**config.mk**
```make
export PLATFORM = sky130hd
export DESIGN_NAME = hs_collect_sync
export DESIGN_NICKNAME = d
export VERILOG_FILES = /design/src/rtl/hs_collect_sync.sv
export SDC_FILE = /design/constraint.sdc
export NUM_CORES = 1
export LEC_CHECK = 0
export BUFFER_PORTS_ARGS = -buffer_cell sky130_fd_sc_hd__buf_2
export CORE_MARGIN = 5
export CORE_UTILIZATION = 45
export DETAILED_ROUTE_END_ITERATION = 6
export GPL_TIMING_DRIVEN = 0
export SLEW_MARGIN = 20
export SYNTH_ARGS = -nofsm -noshare
export SYNTH_HDL_FRONTEND = slang
export SYNTH_SLANG_ARGS = --single-unit
```
**constraint.sdc**
```tcl
create_clock -name clk -period 6.7 [get_ports clk]
set_input_delay 0.335 -clock clk [delete_from_list [all_inputs] [get_ports clk]]
set_output_delay 0.335 -clock clk [all_outputs]
set_load 0.005 [all_outputs]
```
**src/rtl/hs_collect_sync.sv**
```systemverilog
// hs_collect_sync
//   Clocked sink for four bundled-data four-phase channels (a, b, c, d).
//   Each request is synchronised and its data bit is captured into a one-bit
//   slot. The channel is then acknowledged. When all four slots are full, the
//   slots are joined into {d,c,b,a} and pushed into a small word FIFO. The
//   FIFO drains through a valid/ready port.
//
// Ports
//   clk, rst          : clock; asynchronous active-high reset
//   a, b, c, d        : bundled data bit per channel (stable while rr_* high)
//   rr_a .. rr_d      : channel request, asynchronous four-phase level
//   ra_a .. ra_d      : channel acknowledge (registered)
//   o_data            : FIFO head word {d,c,b,a}; holds last value when empty
//   o_valid           : FIFO non-empty
//   o_ready           : consumer takes o_data on this edge
//   o_count           : FIFO occupancy
//
// Handshake on the output port: a word transfers on a rising edge where
// o_valid and o_ready are both high. o_data/o_valid change only after such
// a transfer or after a push, and never depend combinationally on o_ready.
module hs_collect_sync #(
  parameter int SYNC_STAGES = 2,
  parameter int FIFO_DEPTH  = 4
) (
  input  logic                          clk,
  input  logic                          rst,
  input  logic                          a,
  input  logic                          b,
  input  logic                          c,
  input  logic                          d,
  input  logic                          rr_a,
  input  logic                          rr_b,
  input  logic                          rr_c,
  input  logic                          rr_d,
  output logic                          ra_a,
  output logic                          ra_b,
  output logic                          ra_c,
  output logic                          ra_d,
  output logic [3:0]                    o_data,
  output logic                          o_valid,
  input  logic                          o_ready,
  output logic [$clog2(FIFO_DEPTH):0]   o_count
);

  localparam int AW = $clog2(FIFO_DEPTH);
  localparam logic [AW:0] CNT_ONE  = (AW+1)'(1);
  localparam logic [AW:0] CNT_FULL = (AW+1)'(FIFO_DEPTH);

  // Channel index 0..3 = a..d, so a bit-vector of channels is already {d,c,b,a}.
  logic [3:0] rr_raw;
  logic [3:0] din;
  assign rr_raw = {rr_d, rr_c, rr_b, rr_a};
  assign din    = {d, c, b, a};

  // Request synchronisers
  logic [SYNC_STAGES-1:0] sync_q [4];
  logic [3:0]             rr_s;

  always_ff @(posedge clk or posedge rst) begin
    if (rst) begin
      for (int i = 0; i < 4; i++) sync_q[i] <= '0;
    end else begin
      for (int i = 0; i < 4; i++)
        sync_q[i] <= {sync_q[i][SYNC_STAGES-2:0], rr_raw[i]};
    end
  end

  always_comb begin
    for (int i = 0; i < 4; i++) rr_s[i] = sync_q[i][SYNC_STAGES-1];
  end

  // Channel slots and FIFO state
  logic [3:0]  ack_q, ack_d;
  logic [3:0]  slot_q, slot_d;
  logic [3:0]  tok_q, tok_d;
  logic [3:0]  data_q, data_d;
  logic [AW:0] wr_q, rd_q;
  logic [3:0]  mem_q [FIFO_DEPTH];

  logic [AW:0]   count;
  logic [AW-1:0] rd_nxt;
  logic          valid;
  logic          full;
  logic          pop;
  logic          push;

  assign count  = wr_q - rd_q;
  assign valid  = (count != '0);
  assign full   = (count == CNT_FULL);
  assign pop    = valid & o_ready;
  // A pop on the same edge frees the slot the push needs.
  assign push   = (&slot_q) & (~full | pop);
  assign rd_nxt = rd_q[AW-1:0] + AW'(1);

  always_comb begin
    ack_d  = ack_q;
    slot_d = slot_q;
    tok_d  = tok_q;
    data_d = data_q;

    for (int i = 0; i < 4; i++) begin
      // A new token waits for both the previous handshake to finish and the
      // previous word to leave the slot.
      if (rr_s[i] && !ack_q[i] && !slot_q[i]) begin
        tok_d[i]  = din[i];
        slot_d[i] = 1'b1;
        ack_d[i]  = 1'b1;
      end else if (ack_q[i] && !rr_s[i]) begin
        ack_d[i] = 1'b0;
      end
    end

    // A push needs every slot full, so it never overlaps a capture.
    if (push) slot_d = '0;

    // Registered head word: advance on pop, load directly when the FIFO is
    // (or is about to become) empty and a word is pushed, else hold.
    if (pop) begin
      if (count != CNT_ONE) data_d = mem_q[rd_nxt];
      else if (push)        data_d = tok_q;
    end else if (push && !valid) begin
      data_d = tok_q;
    end
  end

  always_ff @(posedge clk or posedge rst) begin
    if (rst) begin
      ack_q  <= '0;
      slot_q <= '0;
      tok_q  <= '0;
      data_q <= '0;
      wr_q   <= '0;
      rd_q   <= '0;
    end else begin
      ack_q  <= ack_d;
      slot_q <= slot_d;
      tok_q  <= tok_d;
      data_q <= data_d;
      if (push) wr_q <= wr_q + CNT_ONE;
      if (pop)  rd_q <= rd_q + CNT_ONE;
    end
  end

  // Storage needs no reset: it is only read behind the pointers.
  always_ff @(posedge clk) begin
    if (push) mem_q[wr_q[AW-1:0]] <= tok_q;
  end

  assign ra_a    = ack_q[0];
  assign ra_b    = ack_q[1];
  assign ra_c    = ack_q[2];
  assign ra_d    = ack_q[3];
  assign o_data  = data_q;
  assign o_valid = valid;
  assign o_count = count;

endmodule

```
==> results.txt <==
----------------------------------------------------
[Outcome]
  Status ... completed

[Drt]
  Mean routed wirelength per cell ... between 10 and 15 µm
  Final routed DRC violation total ... 0
  DR pass1 iterations ... 4
  Vias ... ~960
  Drt total wl ... 2920 µm
  Average vias per placed instance ... approximately 4.8
  Post-DRT Antenna Nets ... 0
  Initial detailed-routing violation count ... 48

[Setup path]
  R2R Path Start ... wr_q[0]
  Destination of the worst register-to-register timing path ... mem_q[1][0]
  Critical path's most frequent cell ... inv_1
  Crit path largest cell delay ... about 560 ps
  Kind of critical path ... register to register
  Count of cells along the worst register-to-register path ... 7
  Critical-path top delay cell ... fa_1
  Top delay family on crit path ... adder cells
  Maximum fanout along the worst path ... 10
  Worst path cell trace ... inv_1, ha_1, fa_1, inv_1, o41a_1, buf_2, and2_1
  FF-to-FF setup slack ... around 4300 ps
  Startpoint class of the critical path ... register
  Data required time at the worst endpoint ... about 6700 ps
  CP bufs+invs ... 3
  Type of destination of the critical path ... register
  Arrival time at the worst endpoint ... ~2500 ps

[GRT]
  Remaining global-route overflow ... 0
  Number of antenna violations at the first check in global routing ... 0
  Via count of the first global-routing pass ... 1035
  Met1 layer usage reported by global route ... between 15 and 20%
  Met2 Resource Use GR ... ~19%
  GRT Max-Usage Layer ... met2
  Maximum number of pins on one net before global-route repair ... 31
  Global Route met3 Usage ... under 10%
  First-pass GRT wire length ... ~5200 µm
  Total Routing Usage GR ... about 13%

[Clocking]
  Post-CTS Setup Inserts ... 0
  Number of clock buffers inserted by TritonCTS ... 5
  Clock latency on the worst-skew pair ... between 200 and 300 ps
  Number of hold buffers added after CTS ... 0
  Root Driver ... clkbuf_8
  Post-cts repair resize count ... 0
  Clock slew at the register clock pins of the worst setup and hold paths ... 90 ps
  CTS sink cnt ... 46
  H-tree depth reported by CTS ... 2
  Worst-case clock buffer depth ... 2
  Clock tree from TritonCTS ... yes

[Synthesis]
  Register bit total from synthesis ... 46
  Average cell area after synthesis ... around 16 µm²
  Share of synthesized area occupied by flip-flops and latches ... between 60% and 70%
  Yosys warns ... 0
  Biggest area consumer among synthesized cells ... dfrtp_1
  Mapped cell area ... approximately 1900 µm²
  Unique cell type count in the Yosys netlist ... 24
  Synthesized Nets ... between 100 and 150
  Post-Syn Instances ... 118
  Proportion of netlist area held by the largest area contributor ... approximately two fifths
  Cells taking the most area after synthesis ... dfrtp_1 40%, edfxtp_1 26%, mux2_2 7.8%

[Final layout]
  # nets final ... 165
  Most common cell after layout, fill and taps aside ... dfrtp_1
  Diode insertion count for antenna repair ... 0
  Post-synthesis to final-layout area growth ... 13.9%
  Fraction of layout cells with a size suffix above 1 ... a little over a third
  Filler instances ... 340
  Area of the multi-input gates ... approximately 580 µm²
  Commonest cells after routing, fill and taps aside ... 30 x dfrtp_1, 24 x buf_2, 16 x edfxtp_1
  Final design area excluding fillers ... between 2000 and 2500 µm²
  Register cell area after layout ... ~1200 µm²

[Placed design]
  Final weighted congestion in routability-driven placement ... around 0.75
  Total placed instance area ... 2040 µm²
  Worst-case setup slack after placement ... between 4000 and 5000 ps
  HPWL Detailed ... 2190 µm
  Count of input and output buffers ... 22

[Min path]
  Type of the most critical hold path ... primary input to asynchronous set/reset pin

[STA]
  Fraction of the cycle the final worst path needs ... 36.1%
  Pins over their slew limit ... 0
  Worst-case clock skew ... approximately 8 ps
  Final-report hold violation count ... 0
  Setup violations, final ... 0
  Minimum clock period after layout ... between 2000 and 2500 ps
  Total negative slack ... 0 ps
  Worst setup margin ... roughly 4300 ps
  Highest clock rate ... slightly above 0.4 GHz
  Worst slew margin relative to its limit ... between 50% and 60%
  Setup repair after global routing missed its margin ... false
  Transition time at the pin with the least slew margin ... a little over 600 ps

[Floorplan]
  Width of the die ... around 74 µm
  Full die area ... 5530 µm²
  Number of core rows ... 23
  Initial core utilization ... about 47%
  Overall die height ... about 74 µm
  Core region area ... 4000 µm²
  Number of top-level design ports ... 23

[Power and ir drop]
  Total power per unit cell area ... approximately 500 nW/µm²
  Static leakage power ... between 0.9 and 1 nW
  Maximum resistive drop on vdd ... around 0.25 mV
  PnR Total Power ... 1.06 mW

[Run]
  Max-cap viol count ... 0

----------------------------------------------------
==> cells by family (layout without fill, tap and decap cells) <==
kind of cell / after synthesis / after routing / synth area share [%]
compound gates: 12 / 12 / 4.83
xor+xnor: 5 / 5 / 3.15
fa+ha+maj: 7 / 7 / 5.10
buf+inv: 13 / 43 / 2.75
flops: 46 / 46 / 66.0
mux: 17 / 17 / 12.7
simple gates: 18 / 18 / 5.50
==> layer usage <==
| metal | wire length [µm] | vias to the layer above |
|---|---|---|
| li1 | - | 467 |
| met4 | 22 | 0 |
| met5 | 0 | - |
| met3 | 114 | 2 |
| met2 | 1490 | 17 |
| met1 | 1290 | 471 |
==> flip-flops by register name (all words and copies together) (netlist names) <==
name    cells
wr_q        3
tok_q       4
o_data      4
sync_q      4
mem_q      16
rd_q        3
ack_q       4
rr_s        4
slot_q      4
==> synth_stat cells <==
cell / count
inv_1: 11
buf_2: 2
xnor2_1: 3
a21oi_1: 4
mux4_2: 4
o2bb2ai_2: 1
nor2_1: 4
a21boi_0: 4
a21oi_2: 1
xnor3_2: 1
nor3b_1: 4
nand2_1: 3
and2_1: 3
o21ai_1: 1
xor2_1: 1
edfxtp_1: 16
and4_1: 1
o41a_1: 1
mux2_2: 13
dfrtp_1: 30
nand3_1: 2
and2_4: 1
ha_1: 6
fa_1: 1
==> final cells by class <==
| cell class | instances | share of cell area (%) |
|---|---|---|
| flip-flops and latches | 46 | 58.0 |
| plain buffers | 2 | 0.471 |
| well taps | 50 | 2.94 |
| multi-input cells | 59 | 27.4 |
| clock buffers | 6 | 3.42 |
| inverters | 11 | 1.94 |
| clock inverters | 2 | 0.648 |
| repair buffers | 22 | 5.18 |
==> power breakdown <==
part | switching [mW] | total [mW] | internal (mW)
Sequential | 0.0615 | 0.454 | 0.393
Combinational | 0.206 | 0.440 | 0.234
Clock | 0.0882 | 0.162 | 0.0736
==> how the worst max path moves through the flow <==
stage | to | slack, ps | cells past startpoint | start
finish | mem_q[1][0] | 4280 | 7 | wr_q[0]
detailed placement | mem_q[0][2] | 4280 | 7 | wr_q[0]
global route | mem_q[0][0] | 4150 | 7 | wr_q[0]
floorplan | mem_q[0][0] | 4450 | 7 | wr_q[0]
CTS | mem_q[0][0] | 4260 | 7 | wr_q[0]
global placement | mem_q[1][2] | 4300 | 7 | wr_q[0]
==> through the flow <==
| stage | utilization [%] | hold WS, ps | instances |
|---|---|---|---|
| 3_3_place_gp | 51.0 | 334 | 190 |
| 4_1_cts | 53.1 | 134 | 198 |
| 6_report | 53.1 | 111 | 198 |
| 5_1_grt | 53.1 | 131 | 198 |
| 2_1_floorplan | - | 331 | 118 |
| 3_5_place_dp | 51.0 | 337 | 190 |
Note: power is estimated with default switching activity, not from simulation.
